### src/rtl/layer_out_serializer.sv
// Captures one layer's parallel neuron outputs and replays them as a ready/valid word stream.
// Optional arg-max tracking and REPORT state are enabled with `define MAX_FINDER_EN.
module layer_out_serializer #(
    parameter int NUM_NEURONS = 30,
    parameter int IN_W        = 16,
    parameter int DATA_W      = 16,
    parameter int IDX_W       = $clog2(NUM_NEURONS)
) (
    input  logic                        clk,
    input  logic                        rst,
    input  logic [NUM_NEURONS*IN_W-1:0] in_data,
    input  logic                        in_valid,
    output logic [DATA_W-1:0]           out_data,
    output logic                        out_valid,
    input  logic                        out_ready,
    output logic                        out_last,
    output logic [IDX_W-1:0]            out_idx,
    output logic                        busy,
    output logic                        overrun,
    output logic [IDX_W-1:0]            max_idx,
    output logic [DATA_W-1:0]           max_val,
    output logic                        max_valid
);

    typedef enum logic [1:0] {
        S_IDLE,
        S_SEND
`ifdef MAX_FINDER_EN
        , S_REPORT
`endif
    } state_t;

    localparam logic [IDX_W-1:0] LAST_IDX = IDX_W'(NUM_NEURONS - 1);

    state_t            state;
    state_t            state_next;
    logic [IDX_W-1:0]  idx;
    logic [IDX_W-1:0]  idx_inc;
    logic [DATA_W-1:0] data_q;
    logic              overrun_q;
    logic              capture;
    logic              xfer;
    logic              last_beat;
    logic [DATA_W-1:0] conv      [NUM_NEURONS];
    logic [DATA_W-1:0] frame_buf [NUM_NEURONS];

    // Width adaptation happens once at capture so the buffer already holds downstream words.
    for (genvar k = 0; k < NUM_NEURONS; k++) begin : g_conv
        if (IN_W < DATA_W) begin : g_zext
            assign conv[k] = {{(DATA_W - IN_W){1'b0}}, in_data[k*IN_W +: IN_W]};
        end else if (IN_W > DATA_W) begin : g_trunc
            assign conv[k] = in_data[k*IN_W + (IN_W - DATA_W) +: DATA_W];
        end else begin : g_pass
            assign conv[k] = in_data[k*IN_W +: IN_W];
        end
    end

    assign capture   = (state == S_IDLE) && in_valid;
    assign out_valid = (state == S_SEND);
    assign xfer      = out_valid && out_ready;
    assign last_beat = (idx == LAST_IDX);
    assign idx_inc   = idx + IDX_W'(1);
    assign out_last  = out_valid && last_beat;
    assign out_idx   = idx;
    assign out_data  = data_q;
    assign busy      = (state != S_IDLE);
    assign overrun   = overrun_q;

    always_ff @(posedge clk) begin
        if (rst) state <= S_IDLE;
        else     state <= state_next;
    end

    // NOTE: next-state is assigned a default first so no path can infer a latch.
    always_comb begin
        state_next = state;
        case (state)
            S_IDLE: if (in_valid) state_next = S_SEND;
            S_SEND: begin
                if (xfer && last_beat) begin
`ifdef MAX_FINDER_EN
                    state_next = S_REPORT;
`else
                    state_next = S_IDLE;
`endif
                end
            end
`ifdef MAX_FINDER_EN
            S_REPORT: state_next = S_IDLE;
`endif
            default: state_next = S_IDLE;
        endcase
    end

    // Word 0 goes straight from the inputs so the first beat leaves the cycle after capture.
    always_ff @(posedge clk) begin
        if (rst) begin
            idx       <= '0;
            data_q    <= '0;
            overrun_q <= 1'b0;
        end else begin
            if (in_valid && (state != S_IDLE)) overrun_q <= 1'b1;
            if (capture) begin
                idx    <= '0;
                data_q <= conv[0];
            end else if (xfer) begin
                if (last_beat) begin
                    idx <= '0;
                end else begin
                    idx    <= idx_inc;
                    data_q <= frame_buf[idx_inc];
                end
            end
        end
    end

    // NOTE: the frame buffer has no reset; it is always fully rewritten before it is read.
    always_ff @(posedge clk) begin
        if (capture) begin
            for (int k = 0; k < NUM_NEURONS; k++) frame_buf[k] <= conv[k];
        end
    end

`ifdef MAX_FINDER_EN
    logic [DATA_W-1:0] run_val;
    logic [IDX_W-1:0]  run_idx;
    logic [DATA_W-1:0] max_val_q;
    logic [IDX_W-1:0]  max_idx_q;
    logic              take;

    // Strictly greater keeps the lowest index on ties; beat 0 seeds the running maximum.
    assign take = (idx == '0) || (data_q > run_val);

    always_ff @(posedge clk) begin
        if (rst) begin
            run_val   <= '0;
            run_idx   <= '0;
            max_val_q <= '0;
            max_idx_q <= '0;
        end else if (xfer) begin
            run_val <= take ? data_q : run_val;
            run_idx <= take ? idx    : run_idx;
            if (last_beat) begin
                max_val_q <= take ? data_q : run_val;
                max_idx_q <= take ? idx    : run_idx;
            end
        end
    end

    assign max_valid = (state == S_REPORT);
    assign max_val   = max_val_q;
    assign max_idx   = max_idx_q;
`else
    assign max_valid = 1'b0;
    assign max_val   = '0;
    assign max_idx   = '0;
`endif

endmodule

### config.mk
export PLATFORM = sky130hd
export DESIGN_NAME = layer_out_serializer
export DESIGN_NICKNAME = d
export VERILOG_FILES = /design/src/rtl/layer_out_serializer.sv
export SDC_FILE = /design/constraint.sdc
export NUM_CORES = 1
export LEC_CHECK = 0
export CAP_MARGIN = 25
export CORE_UTILIZATION = 44
export CTS_CLUSTER_DIAMETER = 120
export DETAILED_ROUTE_END_ITERATION = 12
export GPL_TIMING_DRIVEN = 0
export PLACE_DENSITY = 0.8
export SYNTH_ARGS = -nofsm -noshare
export SYNTH_HDL_FRONTEND = slang
export SYNTH_SLANG_ARGS = --single-unit
### constraint.sdc
create_clock -name clk -period 21.3 [get_ports clk]
set_input_delay 6.39 -clock clk [delete_from_list [all_inputs] [get_ports clk]]
set_output_delay 6.39 -clock clk [all_outputs]
set_load 0.01 [all_outputs]
# [Word level (Yosys, flattened, before mapping)]
# Memory sizes are Yosys's and may differ from the RTL's.
# Cells that the tools add are included.
[word_totals] regBits=24 mem_bits_rw=480 output_inout_bits=47 elab_cells=31 mem_count=1
[classes] addsub=1 n_eq_ne=5 mux=9 n_reduce_logical=11
[mem_list] name="frame_buf" depth=30 width=16 rd=1 rd_clocked_by_memory_dff=0 write_ports=30 line_no="45" text="logic [DATA_W-1:0] frame_buf [NUM_NEURONS];"
[op_table] operator="16-bit two-way mux" n=3
[op_table] operator="5-bit by 1-bit adder with 5-bit output (second input constant)" n=1
[op_table] operator="5-bit == test (second input constant)" n=1
[op_table] operator="1-bit logical AND" n=5
[op_table] operator="5-bit two-way mux" n=1
[op_table] operator="2-bit two-way mux" n=2
[op_table] operator="2-bit != test (second input constant)" n=2
[op_table] operator="2-bit case mux with 2 select lines" n=1
[op_table] operator="2-bit AND reduction" n=2
[op_table] operator="2-bit nonzero test" n=2
[op_table] operator="2-bit by 1-bit == test with 1-bit output (second input constant)" n=1
[op_table] operator="2-bit zero test" n=1
[op_table] operator="1-bit two-way mux" n=2
[op_table] operator="2-bit by 1-bit != test with 1-bit output (second input constant)" n=1
[op_table] operator="2-bit OR reduction" n=1

# [Longest topological paths before layout]
# Gate-level depths: netlist of run 1.
[logic_depth] word_depth=5 depth_mapped=10 mapped_depth_nobuf=7

# [Worst setup path before layout of run 1]
# No wires, ideal clock.
[synth_path] path_kind="input to register" start="input in_valid" end="memory frame_buf[0][0] (enable)" arrival_time_ns=19.986 required_time_ns=20.267 path_slack_ns=0.281 path_stages=5 path_cell_list="nand2b_1 -> clkbuf_1 -> inv_1 -> buf_2 -> buf_1"
[synth_rtl] element="start, declared" line_no="12" text="input logic in_valid,"
[synth_rtl] element="end, declared" line_no="45"

==> impl_metrics.env, run 1 <==
export IMPL_worst_setup_path_start_kind="input pin"
export IMPL_dpl_cell_area_um2=26000
export IMPL_multi_input_area_um2=4540
export IMPL_path_clk_slew_ps=60
export IMPL_die_h_um=214
export IMPL_hold_class="flop to flop"
export IMPL_wl_mm=57.8
export IMPL_max_freq_mhz=106
export IMPL_clk_path_buf_depth=3
export IMPL_slew_headroom_pct=33.2
export IMPL_core_um2=44300
export IMPL_root_buffer="clkbuf_16"
export IMPL_grt_max_degree=46
export IMPL_fin_crit_sh_pct=44.3
export IMPL_whs_ps=483
export IMPL_power_mw=2.28
export IMPL_worstPathRequired_ps=21580
export IMPL_worst_slack_ps=11870
export IMPL_grt_usage_pct=25.1
export IMPL_dp_hpwl_mm=43.5
export IMPL_layout_nets=2007
export IMPL_layout_drive_gt1_share_pct=21.5
export IMPL_cp_startpoint="in_valid"
export IMPL_gp_congestion=0.883
export IMPL_rsz0062_at_grt="false"
export IMPL_drc=0
export IMPL_yosys_cell_types_count=40
export IMPL_io_pins=531
export IMPL_layout_filler_cells=3094
export IMPL_wl_per_cell_um=26.8
export IMPL_numPortBuffers=508
export IMPL_die_width_um=214
export IMPL_postLayoutCellArea_um2=27700
export IMPL_area_delta_synth_final_pct=39.5
export IMPL_cts_max_level=2
export IMPL_drtAntennaViolNets=0
export IMPL_worstSkewPairLatency_ps=590
export IMPL_synth_ff_type="edfxtp_1"
export IMPL_start_util_pct=44.8
export IMPL_post_cts_resized=0
export IMPL_r2r_start="state[0]"
export IMPL_path_common_cell="buf_12"
export IMPL_worst_pin_slew_ps=1000
export IMPL_grt_pass1_vias=12571
export IMPL_fin_crit_ps=9430
export IMPL_synth_seq_cells=503
export IMPL_worstPathMaxFanout=44
export IMPL_cts_made_buffers=51
export IMPL_status="complete, no violations"
export IMPL_finalClockSkew_ps=30.0
export IMPL_critPathKind="input pin to flop"
export IMPL_crit_chain="clkdlybuf4s50_1, nand2b_1, clkbuf_1, inv_1, buf_2, buf_2, buf_12, buf_12, buf_16, buf_12, buf_16"
export IMPL_synth_async_reset_ratio_pct=0
export IMPL_cts_tree="built"
export IMPL_clock_sinks=503
export IMPL_synth_warnings=0
export IMPL_grt_antenna_before_repair=6
export IMPL_slowest_stage="buf_2"
export IMPL_slowest_delay_ps=730
export IMPL_finalMaxSlewViolations=0
export IMPL_die_area_um2=46000
export IMPL_ff_latch_area_um2=14900
export IMPL_synth_area_per_cell_um2=21.4
export IMPL_synth_edf_count=480
export IMPL_cts_setup_buffers=0
export IMPL_netlist_area_um2=19800
export IMPL_max_cap_violations=0
export IMPL_endpoint_kind="flop"
export IMPL_first_pass_iters=5
export IMPL_power_leakage_nw=9.43
export IMPL_grt_pass1_wl_mm=82.0
export IMPL_hold_buffers=0
export IMPL_power_density_nw_per_um2=82.3
export IMPL_seq_area_frac_synth_pct=75.0
export IMPL_finalCoreUtilization_pct=62.4
export IMPL_finalSetupViolCount=0
export IMPL_dr_first_iter_drc_count=951
export IMPL_row_count=77
export IMPL_hp_start="overrun"
export IMPL_dp_slack_ps=11280
export IMPL_peakVddDrop_mv=0.0775
export IMPL_via_count=11590
export IMPL_grt_overflow_total=0
export IMPL_routed_via_density=5.38
export IMPL_synth_cells=926
export IMPL_worst_endpoint_arrival_ps=9710
export IMPL_hold_violations=0
## report_power, final
part / internal [mW] / switching [mW]
registers: 1.15 / 0.0173
clock network: 0.513 / 0.369
logic: 0.139 / 0.0892
total: 1.80 / 0.475
## worst paths after layout
check	end	slack (ps)	depth (start not counted)
max	frame_buf[25][15]	11870	11
min	overrun	480	2
max reg2reg	frame_buf[25][15]	17670	10
min reg2reg	overrun	480	2
## Yosys cell counts, types with 2 or more instances
master | n | area share [%]
edfxtp_1 | 480 | 73
mux4_2 | 98 | 11
mux2_2 | 65 | 3.7
buf_4 | 29 | 1.1
dfxtp_1 | 23 | 2.3
nor2_1 | 22 | 0.42
nor3_1 | 21 | 0.53
nand2_1 | 19 | 0.36
buf_2 | 17 | 0.43
a31oi_1 | 16 | 0.50
clkbuf_1 | 16 | 0.30
o221a_2 | 16 | 0.91
or3_1 | 16 | 0.50
mux4_1 | 14 | 1.9
a221oi_2 | 13 | 0.98
buf_6 | 11 | 0.62
o21ai_1 | 9 | 0.23
o21ai_0 | 8 | 0.20
a21oi_1 | 4 | 0.10
a221oi_1 | 3 | 0.13
buf_1 | 3 | 0.057
nand2b_1 | 3 | 0.095
ha_1 | 2 | 0.13
inv_1 | 2 | 0.038
## cell usage in the layout, fill, tap and decap left out, types with 4 or more instances in the layout
master             n
nor3_1            21
clkinv_2           4
nand2_1           19
mux4_1            14
a221oi_2          13
edfxtp_1         480
clkbuf_16         52
buf_2             18
conb_1            22
clkbuf_1          30
clkdlybuf4s50_1  508
o21ai_0            8
buf_12            11
mux2_2            65
or3_1             16
a21oi_1            4
o21ai_1            9
mux4_2            98
a31oi_1           16
nor2_1            22
buf_6             11
o221a_2           16
bufinv_16          5
dfxtp_1           23
clkinv_1          11
buf_4             29
## critical path: cells and delay by family
family / cells / cell delay, ps
AND/OR/NAND/NOR: 1 / 70
buffers and inverters: 10 / 3150
## final cells by class
class                           count  area share [%]
Clock buffer                       67            4.94
Tap cell                          592            2.68
Sequential cell                   503            53.8
Timing Repair Buffer              521            19.4
Multi-Input combinational cell    366            16.4
Buffer                             76            1.80
Clock inverter                     27           0.999
Inverter                            2          0.0271
Antenna cell                        2          0.0181
## kinds of logic after synthesis
logic type | count (synthesis) | share of synthesized area [%]
AOI/OAI and AO/OA | 72 | 3.18
xor gates and xnor gates | 3 | 0.208
adders and majority gates | 2 | 0.126
buffers and inverters | 78 | 2.55
DFF | 503 | 75.0
muxes | 179 | 16.8
other | 1 | 0.0189
and+or+nand+nor | 88 | 2.19
## metrics by stage
stage,TNS (ps),std cells
finish,0,2156
global route,0,2156
CTS,0,2154
detailed placement,0,2060
global placement,-2301800,2047
floorplan,0,947
## flip-flops by register name, summed over array words and instances (netlist names)
signal / flops
out_data: 16
out_idx: 5
overrun: 1
frame_buf: 480
state: 1
## layer usage
layer,part of all wire [%],vias up,track usage [%],routed length (um)
li1,-,5042,-,-
met2,52,638,43.9,29800
met3,9.6,104,8.03,5540
met5,0.085,-,0,49
met4,3.1,8,9.43,1800
met1,36,5798,28.7,20600
Note: power is estimated with default switching activity, not from simulation.
==> run 2, diff against run 1 <==
--- a/config.mk
+++ b/config.mk
@@ -6,11 +6,12 @@
 export NUM_CORES = 1
 export LEC_CHECK = 0
 export CAP_MARGIN = 25
-export CORE_UTILIZATION = 44
+export CORE_AREA = 2 2 205 207
 export CTS_CLUSTER_DIAMETER = 120
 export DETAILED_ROUTE_END_ITERATION = 12
+export DIE_AREA = 0 0 207 209
 export GPL_TIMING_DRIVEN = 0
-export PLACE_DENSITY = 0.8
+export PLACE_DENSITY = 0.83
 export SYNTH_ARGS = -nofsm -noshare
 export SYNTH_HDL_FRONTEND = slang
 export SYNTH_SLANG_ARGS = --single-unit
==> constraint.sdc (replaced) <==
create_clock -name clk -period 8.7 [get_ports clk]
set_input_delay 2.61 -clock clk [delete_from_list [all_inputs] [get_ports clk]]
set_output_delay 2.61 -clock clk [all_outputs]
set_load 0.01 [all_outputs]
==> run 2 against run 1 <==
Hold slack better by 17 ps. Clock-buffer cell count down 3. Cell area decreased by 0.88%. Worst setup slack got worse by 8200 ps. Sequential power rose by 140%. Via count decreased by 0.46%. Final cell count is 2.7% lower. Global-route usage grew 1.3 points. First-iteration DRC count grew 5.8%. Non-clock buffer count is 10 lower.
==> impl_metrics.env, run 2 (synthesis results as in run 1) <==
export IMPL_status="complete, no violations"
export IMPL_fin_crit_sh_pct=58.3
export IMPL_die_h_um=209
export IMPL_die_width_um=207
export IMPL_crit_cells=7
export IMPL_first_pass_iters=5
export IMPL_power_leakage_nw=9.36
export IMPL_cts_setup_buffers=0
export IMPL_fin_crit_ps=5070
export IMPL_ff2ff_setup_slack_ps=5450
export IMPL_p_seq_share_pct=51.3
export IMPL_pwr_share_comb_pct=9.8
export IMPL_clk_path_buf_depth=3
export IMPL_final_common_cell="clkdlybuf4s50_1"
export IMPL_multi_input_area_um2=4540
export IMPL_wl_mm=57.6
export IMPL_r2r_start="out_idx[1]"
export IMPL_max_cap_violations=0
export IMPL_worst_pin_slew_ps=975
export IMPL_rsz0062_at_grt="false"
export IMPL_r2r_end="out_data[14]"
export IMPL_routed_via_density=5.50
export IMPL_slew_headroom_pct=35.0
export IMPL_postLayoutCellArea_um2=27400
export IMPL_io_pins=531
export IMPL_endpoint="frame_buf[18][11]"
export IMPL_p_clk_share_pct=38.9
export IMPL_drtAntennaViolNets=0
export IMPL_finalSetupViolCount=0
export IMPL_rr_worst_depth=8
export IMPL_grt_usage_pct=26.3
export IMPL_p_switching_mw=1.18
export IMPL_via_count=11537
export IMPL_dp_cells=1997
export IMPL_crit_chain="clkdlybuf4s50_1, nand2b_1, clkbuf_1, inv_1, buf_2, buf_8, buf_16"
export IMPL_cts_max_level=2
export IMPL_largest_register="frame_buf"
export IMPL_critPathKind="input pin to flop"
export IMPL_cp_startpoint="in_valid"
export IMPL_ff_latch_area_um2=14900
export IMPL_grt_overflow_total=0
export IMPL_path_buf_inv=6
export IMPL_peakVddDrop_mv=0.187
export IMPL_internal_power_mw=4.39
export IMPL_area_delta_synth_final_pct=38.2
export IMPL_numPortBuffers=508
export IMPL_cts_tree="built"
export IMPL_grt_pass1_wl_mm=81.5
export IMPL_layout_drive_gt1_share_pct=21.0
export IMPL_hold_buffers=0
export IMPL_max_freq_mhz=197
export IMPL_crit_family="buffers and inverters"
export IMPL_endpoint_kind="flop"
export IMPL_layout_common_cells="clkdlybuf4s50_1, edfxtp_1, mux4_2"
export IMPL_power_density_nw_per_um2=203
export IMPL_worstSkewPairLatency_ps=600
export IMPL_layout_cells_non_filler=2098
export IMPL_worst_endpoint_arrival_ps=5280
export IMPL_finalClockSkew_ps=31.2
export IMPL_slowest_delay_ps=670
export IMPL_finalMaxSlewViolations=0
export IMPL_slowest_stage="buf_8"
export IMPL_layout_nets=1997
export IMPL_post_cts_resized=0
export IMPL_hold_violations=0
export IMPL_layout_filler_cells=2726
export IMPL_row_count=75
export IMPL_dpl_cell_area_um2=25800
export IMPL_p_sw_share_pct=21.1
export IMPL_core_um2=41300
export IMPL_worst_setup_path_start_kind="input pin"
export IMPL_grt_antenna_before_repair=7
export IMPL_grt_pass1_vias=12331
export IMPL_gp_congestion=0.818
export IMPL_path_clk_slew_ps=60
export IMPL_worstPathRequired_ps=8910
export IMPL_start_util_pct=48.1
export IMPL_worstPathMaxFanout=143
export IMPL_cts_made_buffers=51
export IMPL_wl_per_cell_um=27.5
export IMPL_grt_max_degree=144
export IMPL_hold_class="flop to flop"
export IMPL_fin_setup_tns_ps=0
export IMPL_root_buffer="clkbuf_16"
export IMPL_drc=0
export IMPL_die_area_um2=43300
export IMPL_largest_register_ffs=480
export IMPL_whs_ps=499
export IMPL_clock_sinks=503
export IMPL_dp_hpwl_mm=42.2
export IMPL_dr_first_iter_drc_count=1006
==> run 2: changes by cell type in the layout (fill, tap and decap cells not counted), sizes merged <==
cell / delta
clkbuf: -3
buf: -10
inv: +2
diode: +3
clkinv: +6
clkinvlp: -3
==> run 2: worst min-delay path by stage <==
| stage | startpoint | endpoint | slack, ps | cells after the start |
|---|---|---|---|---|
| finish | overrun | overrun | 500 | 2 |
| global route | overrun | overrun | 540 | 2 |
| CTS | overrun | overrun | 500 | 2 |
| detailed placement | overrun | overrun | 480 | 2 |
| global placement | overrun | overrun | 460 | 2 |
| floorplan | overrun | overrun | 500 | 2 |
==> run 2: final cells by class <==
class	count	share of cell area, %
tap	539	2.46
multi-input combinational	366	16.6
clock buffer	64	4.91
antenna	5	0.0456
buffer	76	1.86
timing repair buffer	511	18.8
inverter	2	0.0274
sequential	503	54.2
clock inverter	32	1.08
==> run 2: tightest hold or removal path, cell delays in order, from the launching register on <==
cell	delay, ps
dfxtp_1	340
a21oi_1	50
nor2_1	80
==> run 2: power groups by stage <==
stage / combinational, mW / sequential [mW] / clock (mW)
final: 0.545 / 2.86 / 2.17
after global routing: 0.575 / 2.87 / 2.29
after CTS: 0.548 / 2.86 / 2.20
after detailed placement: 0.544 / 2.91 / 0
after global placement: 0.526 / 2.92 / 0
after floorplan: 0.215 / 2.91 / 0
==> run 2: stage by stage <==
stage	utilization (%)	setup slack, ps	power (mW)
final	66.4	3630	5.57
after global routing	66.4	3540	5.73
after CTS	66.4	3730	5.61
after detailed placement	62.4	3090	3.45
after global placement	62.2	65.4	3.45
after floorplan	-	1900	3.12
==> run 2: routing by layer <==
metal | routed length (um) | track usage (%)
met1 | 21400 | 31.7
met2 | 30100 | 46.7
met3 | 4390 | 6.28
met4 | 1690 | 9.01
met5 | 29 | 0
